[src/rtl/uart_tx_fifo.sv]
// uart_tx_fifo
// Byte FIFO and transmit sequencer that sits between the UART receive/cipher
// path and the UART transmitter. It enqueues single-cycle byte strobes, holds
// up to DEPTH bytes, and hands them to the transmitter one at a time using a
// start/busy handshake. Bytes that arrive while the transmitter is busy are
// therefore kept instead of being lost.
//
// Optional build macro: UART_TX_FIFO_DROP_CNT_EN
//   defined   -> drop_cnt counts dropped bytes and saturates at 255
//   undefined -> drop_cnt is tied to zero and no counter logic is built
//
// Ports:
//   clk50     in   system clock; all logic runs on the rising edge
//   reset_n   in   synchronous reset, active-low
//   in_valid  in   one-cycle strobe qualifying in_data
//   in_data   in   byte to enqueue
//   tx_busy   in   transmitter busy flag
//   tx_start  out  one-cycle start pulse, one per popped byte
//   tx_data   out  byte to transmit, held stable between starts
//   count     out  current occupancy, 0..DEPTH
//   empty     out  occupancy is zero
//   full      out  occupancy is DEPTH
//   overflow  out  sticky flag: at least one byte was dropped
//   drop_cnt  out  number of dropped bytes (optional feature)
module uart_tx_fifo #(
  parameter int DEPTH     = 16,
  parameter int WIDTH     = 8,
  parameter int BUSY_WAIT = 4
) (
  input  logic                   clk50,
  input  logic                   reset_n,
  input  logic                   in_valid,
  input  logic [WIDTH-1:0]       in_data,
  input  logic                   tx_busy,
  output logic                   tx_start,
  output logic [WIDTH-1:0]       tx_data,
  output logic [$clog2(DEPTH):0] count,
  output logic                   empty,
  output logic                   full,
  output logic                   overflow,
  output logic [7:0]             drop_cnt
);

  localparam int AW = $clog2(DEPTH);
  localparam int CW = $clog2(BUSY_WAIT + 1);

  typedef enum logic [1:0] {
    IDLE,
    ARM,
    DRAIN
  } state_t;

  state_t         r_state;
  state_t         w_stateNext;
  logic [CW-1:0]  r_waitCnt;
  logic [CW-1:0]  w_waitCntNext;
  logic [AW-1:0]  r_wrPtr;
  logic [AW-1:0]  r_rdPtr;
  logic [WIDTH-1:0] r_mem [DEPTH];
  logic           w_wr;
  logic           w_pop;

  // Flags decode the registered occupancy, so a write is judged against the
  // pre-edge full value and a same-cycle pop cannot rescue it.
  assign empty = (count == '0);
  assign full  = (count == (AW + 1)'(DEPTH));
  assign w_wr  = in_valid && !full;

  // Sequencer next-state logic. A pop only happens from IDLE, so tx_start can
  // never fire twice for the same byte. ARM gives the transmitter BUSY_WAIT
  // cycles to show busy; a transmitter that never raises busy still drains.
  always_comb begin
    w_stateNext   = r_state;
    w_waitCntNext = r_waitCnt;
    w_pop         = 1'b0;
    case (r_state)
      IDLE: begin
        if (!empty && !tx_busy) begin
          w_pop         = 1'b1;
          w_stateNext   = ARM;
          w_waitCntNext = '0;
        end
      end
      ARM: begin
        if (tx_busy) begin
          w_stateNext = DRAIN;
        end else if (r_waitCnt == CW'(BUSY_WAIT - 1)) begin
          w_stateNext = IDLE;
        end else begin
          w_waitCntNext = r_waitCnt + 1'b1;
        end
      end
      DRAIN: begin
        if (!tx_busy) begin
          w_stateNext = IDLE;
        end
      end
      default: w_stateNext = IDLE;
    endcase
  end

  // Storage array; left unreset because pointers and count define validity.
  always_ff @(posedge clk50) begin
    if (w_wr) begin
      r_mem[r_wrPtr] <= in_data;
    end
  end

  // Control registers, pointers, occupancy and registered outputs.
  always_ff @(posedge clk50) begin
    if (!reset_n) begin
      r_state   <= IDLE;
      r_waitCnt <= '0;
      r_wrPtr   <= '0;
      r_rdPtr   <= '0;
      count     <= '0;
      tx_start  <= 1'b0;
      tx_data   <= '0;
      overflow  <= 1'b0;
    end else begin
      r_state   <= w_stateNext;
      r_waitCnt <= w_waitCntNext;
      tx_start  <= w_pop;
      if (w_wr) begin
        r_wrPtr <= r_wrPtr + 1'b1;
      end
      if (w_pop) begin
        tx_data <= r_mem[r_rdPtr];
        r_rdPtr <= r_rdPtr + 1'b1;
      end
      if (w_wr && !w_pop) begin
        count <= count + 1'b1;
      end else if (!w_wr && w_pop) begin
        count <= count - 1'b1;
      end
      if (in_valid && full) begin
        overflow <= 1'b1;
      end
    end
  end

`ifdef UART_TX_FIFO_DROP_CNT_EN
  // Saturating drop counter; it only ever clears on reset.
  always_ff @(posedge clk50) begin
    if (!reset_n) begin
      drop_cnt <= 8'd0;
    end else if (in_valid && full && (drop_cnt != 8'hFF)) begin
      drop_cnt <= drop_cnt + 8'd1;
    end
  end
`else
  assign drop_cnt = 8'd0;
`endif

endmodule

[config.mk]
export PLATFORM = sky130hd
export DESIGN_NAME = uart_tx_fifo
export DESIGN_NICKNAME = d
export VERILOG_FILES = /design/src/rtl/uart_tx_fifo.sv
export SDC_FILE = /design/constraint.sdc
export NUM_CORES = 1
export LEC_CHECK = 0
export ABC_AREA = 1
export CORE_AREA = 2 2 110 191
export CTS_CLUSTER_DIAMETER = 30
export DETAILED_ROUTE_END_ITERATION = 8
export DIE_AREA = 0 0 112 193
export GPL_ROUTABILITY_DRIVEN = 0
export PLACE_DENSITY = 0.56
export SETUP_SLACK_MARGIN = 0.02
export SLEW_MARGIN = 30
export SYNTH_ARGS = -nofsm -noshare
export SYNTH_HDL_FRONTEND = slang
export SYNTH_SLANG_ARGS = --single-unit
export TNS_END_PERCENT = 1
[constraint.sdc]
create_clock -name clk50 -period 2.65 [get_ports clk50]
set_clock_uncertainty 0.15 [all_clocks]
set_input_delay 0.265 -clock clk50 [delete_from_list [all_inputs] [get_ports clk50]]
set_output_delay 0.265 -clock clk50 [all_outputs]
set_load 0.01 [all_outputs]
# Yosys cells after proc, flatten, opt, wreduce, memory -nomap -nowiden
# Memories as Yosys holds them, arrays and structs flattened. A register that Yosys moved wholly into a read port is not among the register bits.
# Cells that the tools add are included.
# word_totals
regBits	20
ram_bits	128
out_inout_bits	25
word_cells	54
mem_count	1
in_bits	12
# memory_table
name	depth	word_bits	rd	rd_clocked_by_memory_dff	write_ports	line	rtl
r_mem	16	8	1	1	1	59	logic [WIDTH-1:0] r_mem [DEPTH];
# classes
n_eq_ne	9
addsub	5
n_mux	15
reduce_logical	17
# op_table
cell	n
5-bit two-way mux	2
3-bit two-way mux	3
4-bit by 1-bit adder with 4-bit output, second input constant	2
2-bit two-way mux	4
2-bit inequality test, second input constant	4
1-bit logical NOT	6
2-bit case mux with 3 select lines	1
3-bit case mux with 2 select lines	1
5-bit by 1-bit adder with 5-bit output, second input constant	1
5-bit equality test, second input constant	1
1-bit logical AND	5
5-bit logical NOT	1
5-bit by 1-bit subtractor with 5-bit output, second input constant	1
1-bit two-way mux	4
4-bit AND reduction	1
2-bit nonzero test	2
3-bit by 1-bit adder with 3-bit output, second input constant	1
3-bit by 2-bit equality test with 1-bit output, second input constant	1
3-bit inequality test, second input constant	1
3-bit AND reduction	1
2-bit by 1-bit equality test with 1-bit output, second input constant	1
2-bit equality test, second input constant	1
2-bit logical NOT	1

# Longest topological paths before layout
# depth
depth_word	8
mapped_depth	12
mapped_depth_nobuf	12

# Worst setup path after synthesis
# Ideal clock, no wire load.
# synth_timing
kind	register to register
from	reg count[1]
to	reg count[4]
arrival_time_ns	1.898
synth_period_minus_slack_ns	2.182
stages_incl_launch_ff	13
slack_ns	0.468
setup_time_ns	0.134
path_cell_list	dfxtp_1 -> inv_1 -> nand4_1 -> nand2_2 -> inv_2 -> ha_1 -> inv_1 -> ha_1 -> a21oi_1 -> o21ai_0 -> xor2_1 -> nand2_1 -> a21oi_1
# synth_rtl
item	line	rtl
from (decl)	37	output logic [$clog2(DEPTH):0] count,
from (signal assigned)	132	count <= count + 1'b1;
from (signal assigned)	134	count <= count - 1'b1;
5-bit equality test (*)	66	assign full = (count == (AW + 1)'(DEPTH));
1-bit logical NOT (*)	67	assign w_wr = in_valid && !full;
1-bit logical AND (*)	67	
via w_wr	60	logic w_wr;
1-bit logical NOT	133	end else if (!w_wr && w_pop) begin
1-bit logical AND	133	
2-bit nonzero test (no line)	n/a	
# Mark *: on every way through the listed nets, which the timed path passes. The rest lies on a longest branch. The select of a mux whose other input is x is not followed.
# A chain may end at the register's enable or synchronous reset.

# Worst setup path after layout
# layout_timing
from	reg count[0]
to	reg count[4]
# The elaborated chain is that of the path after synthesis.

==> flow_summary.toml <==
[synthesis]
synthAdderAreaFrac_pct = 2.47
synth_compound_area_share_pct = 2.12
syn_avg_cell_area_um2 = 9.83
ys_warn_count = 0
yosys.area_share.xor_xnor_pct = 0.762
synth_top_family_by_area = "simple AND/OR/NAND/NOR gates"
yosysUniqueCellTypes = 30
synth_mux_area_share_pct = 0
syn_inst = 702
yosys.area_share.simple_pct = 22.1
syn_area_um2 = 6900
ys_seq_elements = 156
yosysSeqAreaShare_pct = 63.8

[flow_run]
drv_cap = 0

[run_status]
status = "finished, final reports clean"

[critical_path]
critPathLaunchType = "register"
cp.arrival_ps = 2550
endpoint_kind = "register"
critPathKind = "register to register"
cp_max_fo = 6
required_ps = 2760

[pwr]
vdd_ir_drop_max_uv = 461
p_leak_nw = 3.43
power_density_nw_per_um2 = 904

[placed_design]
portBuffers = 28
place_hpwl_um = 11000
place_area_um2 = 7520
placed_cells_incl_taps = 979

[timing]
finalHoldViolations = 0
fmax_mhz = 410
finalCriticalPeriod_ps = 2440
setup_viol = 0
drv_slew = 0
rsz0062_at_grt = "false"
finalCritPeriodShare_pct = 92.0
slew_headroom_pct = 42.3
worst_pin_slew_ps = 864
setup_tns_ps = 0

[cells_and_area]
fin_area_um2 = 8150
layout.nets = 776
diodes = 0
stdcell_count = 1012
syn2layout_area_growth_pct = 18.1
drive_above_1_share_pct = 9.82
final_common_cell = "nand2_1"
layout_common_cells = "nand2_1 (220), edfxtp_1 (128), nand3_1 (94)"
num-fill-cells = 2002

[floorplanning]
start_util_pct = 34.2
dieArea_um2 = 21600
dieHeight_um = 193
rows = 69
die_x_um = 112
ios = 37
core_region_area_um2 = 20200

[min_path]
hold_class = "register to register"

[detailed_routing]
drc = 0
routed_wl_um = 16200
vias = 4633
post_drt_wl_per_cell_um = 16.0
vias_per_cell = 4.58
drt_iter0_markers = 251
drt_pass1_iterations = 4
ant_nets = 0

[clock_network]
htreeDepth = 4
postCtsHoldBufs = 0
cts_buffers = 17
cts_buffer_depth = 2
path_clk_slew_ps = 60
numClockSinks = 156
clock_latency_ps = 420
cts_tree = "yes"
root_buffer = "clkbuf_16"

[global_route]
grt_overflow_total = 0
first_global_vias = 4734
grt_antenna_before_repair = 0
grt_max_degree = 41
track_usage_pct = 15.9
grt_pass1_wl_um = 25700
[worst max-delay path: stages, from the launching register on]
cell and delay [ps]:
dfxtp_1 350, nor2_2 150, nand4_1 190, nand2_2 170, inv_2 90, ha_1 270
inv_2 110, ha_1 270, a21oi_1 160, o21ai_1 110, xor2_1 150, nand2_1 60
a21oi_1 60
[sequential cells by signal, summed over array words and instances, names as in the netlist]
register   cells
r_mem        128
tx_data        8
count          5
r_rdPtr        4
r_wrPtr        4
r_waitCnt      3
r_state        2
overflow       1
tx_start       1
[what timing repair did]
item	in CTS	in global routing
buffers inserted	0	1
gates resized for setup	0	3
endpoints found under the setup margin	0	2
hold endpoints to repair	0	0
[per-layer routing]
metal  up-vias  GRT usage, %  share of wire (%)  wire length [µm]
li1       2353             -                  -                 -
met1      2183          16.4                 38              6230
met2        72          30.7                 56              8990
met3        25          2.13                1.8               287
met4         0          9.10                4.1               669
met5         -             0                  0                 0
[synth_stat cells]
cell	number	share of area, %
inv_1	93	5.1
clkinv_1	2	0.11
xnor2_1	2	0.25
xor2_1	4	0.51
clkbuf_2	1	0.072
edfxtp_1	128	56
clkbuf_1	5	0.27
nand3_1	94	6.8
conb_1	1	0.054
nand2_1	220	12
nand2_2	3	0.27
a211oi_1	1	0.11
fa_1	1	0.29
buf_6	2	0.33
or2_4	1	0.13
o22ai_1	1	0.091
nor3b_1	1	0.11
nand2_4	1	0.16
buf_2	12	0.87
inv_2	2	0.11
buf_4	16	1.7
nor2_4	1	0.16
clkinv_4	1	0.13
nor2_1	42	2.3
o21ai_0	9	0.65
dfxtp_1	28	8.1
nand4_1	2	0.18
ha_1	12	2.2
a21oi_2	2	0.25
a21oi_1	14	1.0
[power breakdown]
group / total [mW] / internal [mW] / switching (mW) / leakage, nW
sequential: 2.90 / 2.80 / 0.102 / 1.39
clock: 2.56 / 1.58 / 0.976 / 0.294
combinational: 1.90 / 0.679 / 1.23 / 1.75
[final timing paths]
kind	from	endpoint	slack [ps]	depth (start not counted)
worst min-delay path	r_state[1]	r_state[1]	300	1
worst max register to register	count[0]	count[4]	210	12
worst min register to register	r_state[1]	r_state[1]	300	1
worst max-delay path	count[0]	count[4]	210	12
[final cells by class]
type	count	area, µm²	area share (%)
Timing Repair Buffer	59	513	6.29
Clock inverter	13	191	2.35
Tap cell	248	310	3.81
Inverter	98	373	4.57
Sequential cell	156	4410	54.0
Multi-Input combinational cell	419	1930	23.6
Clock buffer	19	433	5.31
[per-stage QoR]
step	total power, mW	utilization [%]	setup WS, ps	hold WS [ps]
after floorplan	4.18	-	468	214
after global placement	4.86	37.2	129	289
after detailed placement	4.88	37.2	70.0	296
after CTS	7.45	40.3	112	305
after global routing	7.78	40.4	28.5	334
final	7.37	40.4	213	305
[cell families after synthesis]
group	count (synthesis)
compound gates	27
xor+xnor	6
fa+ha+maj	13
buf+inv	134
flops	156
other cells	1
simple gates	365
(Power assumes the default switching activity.)
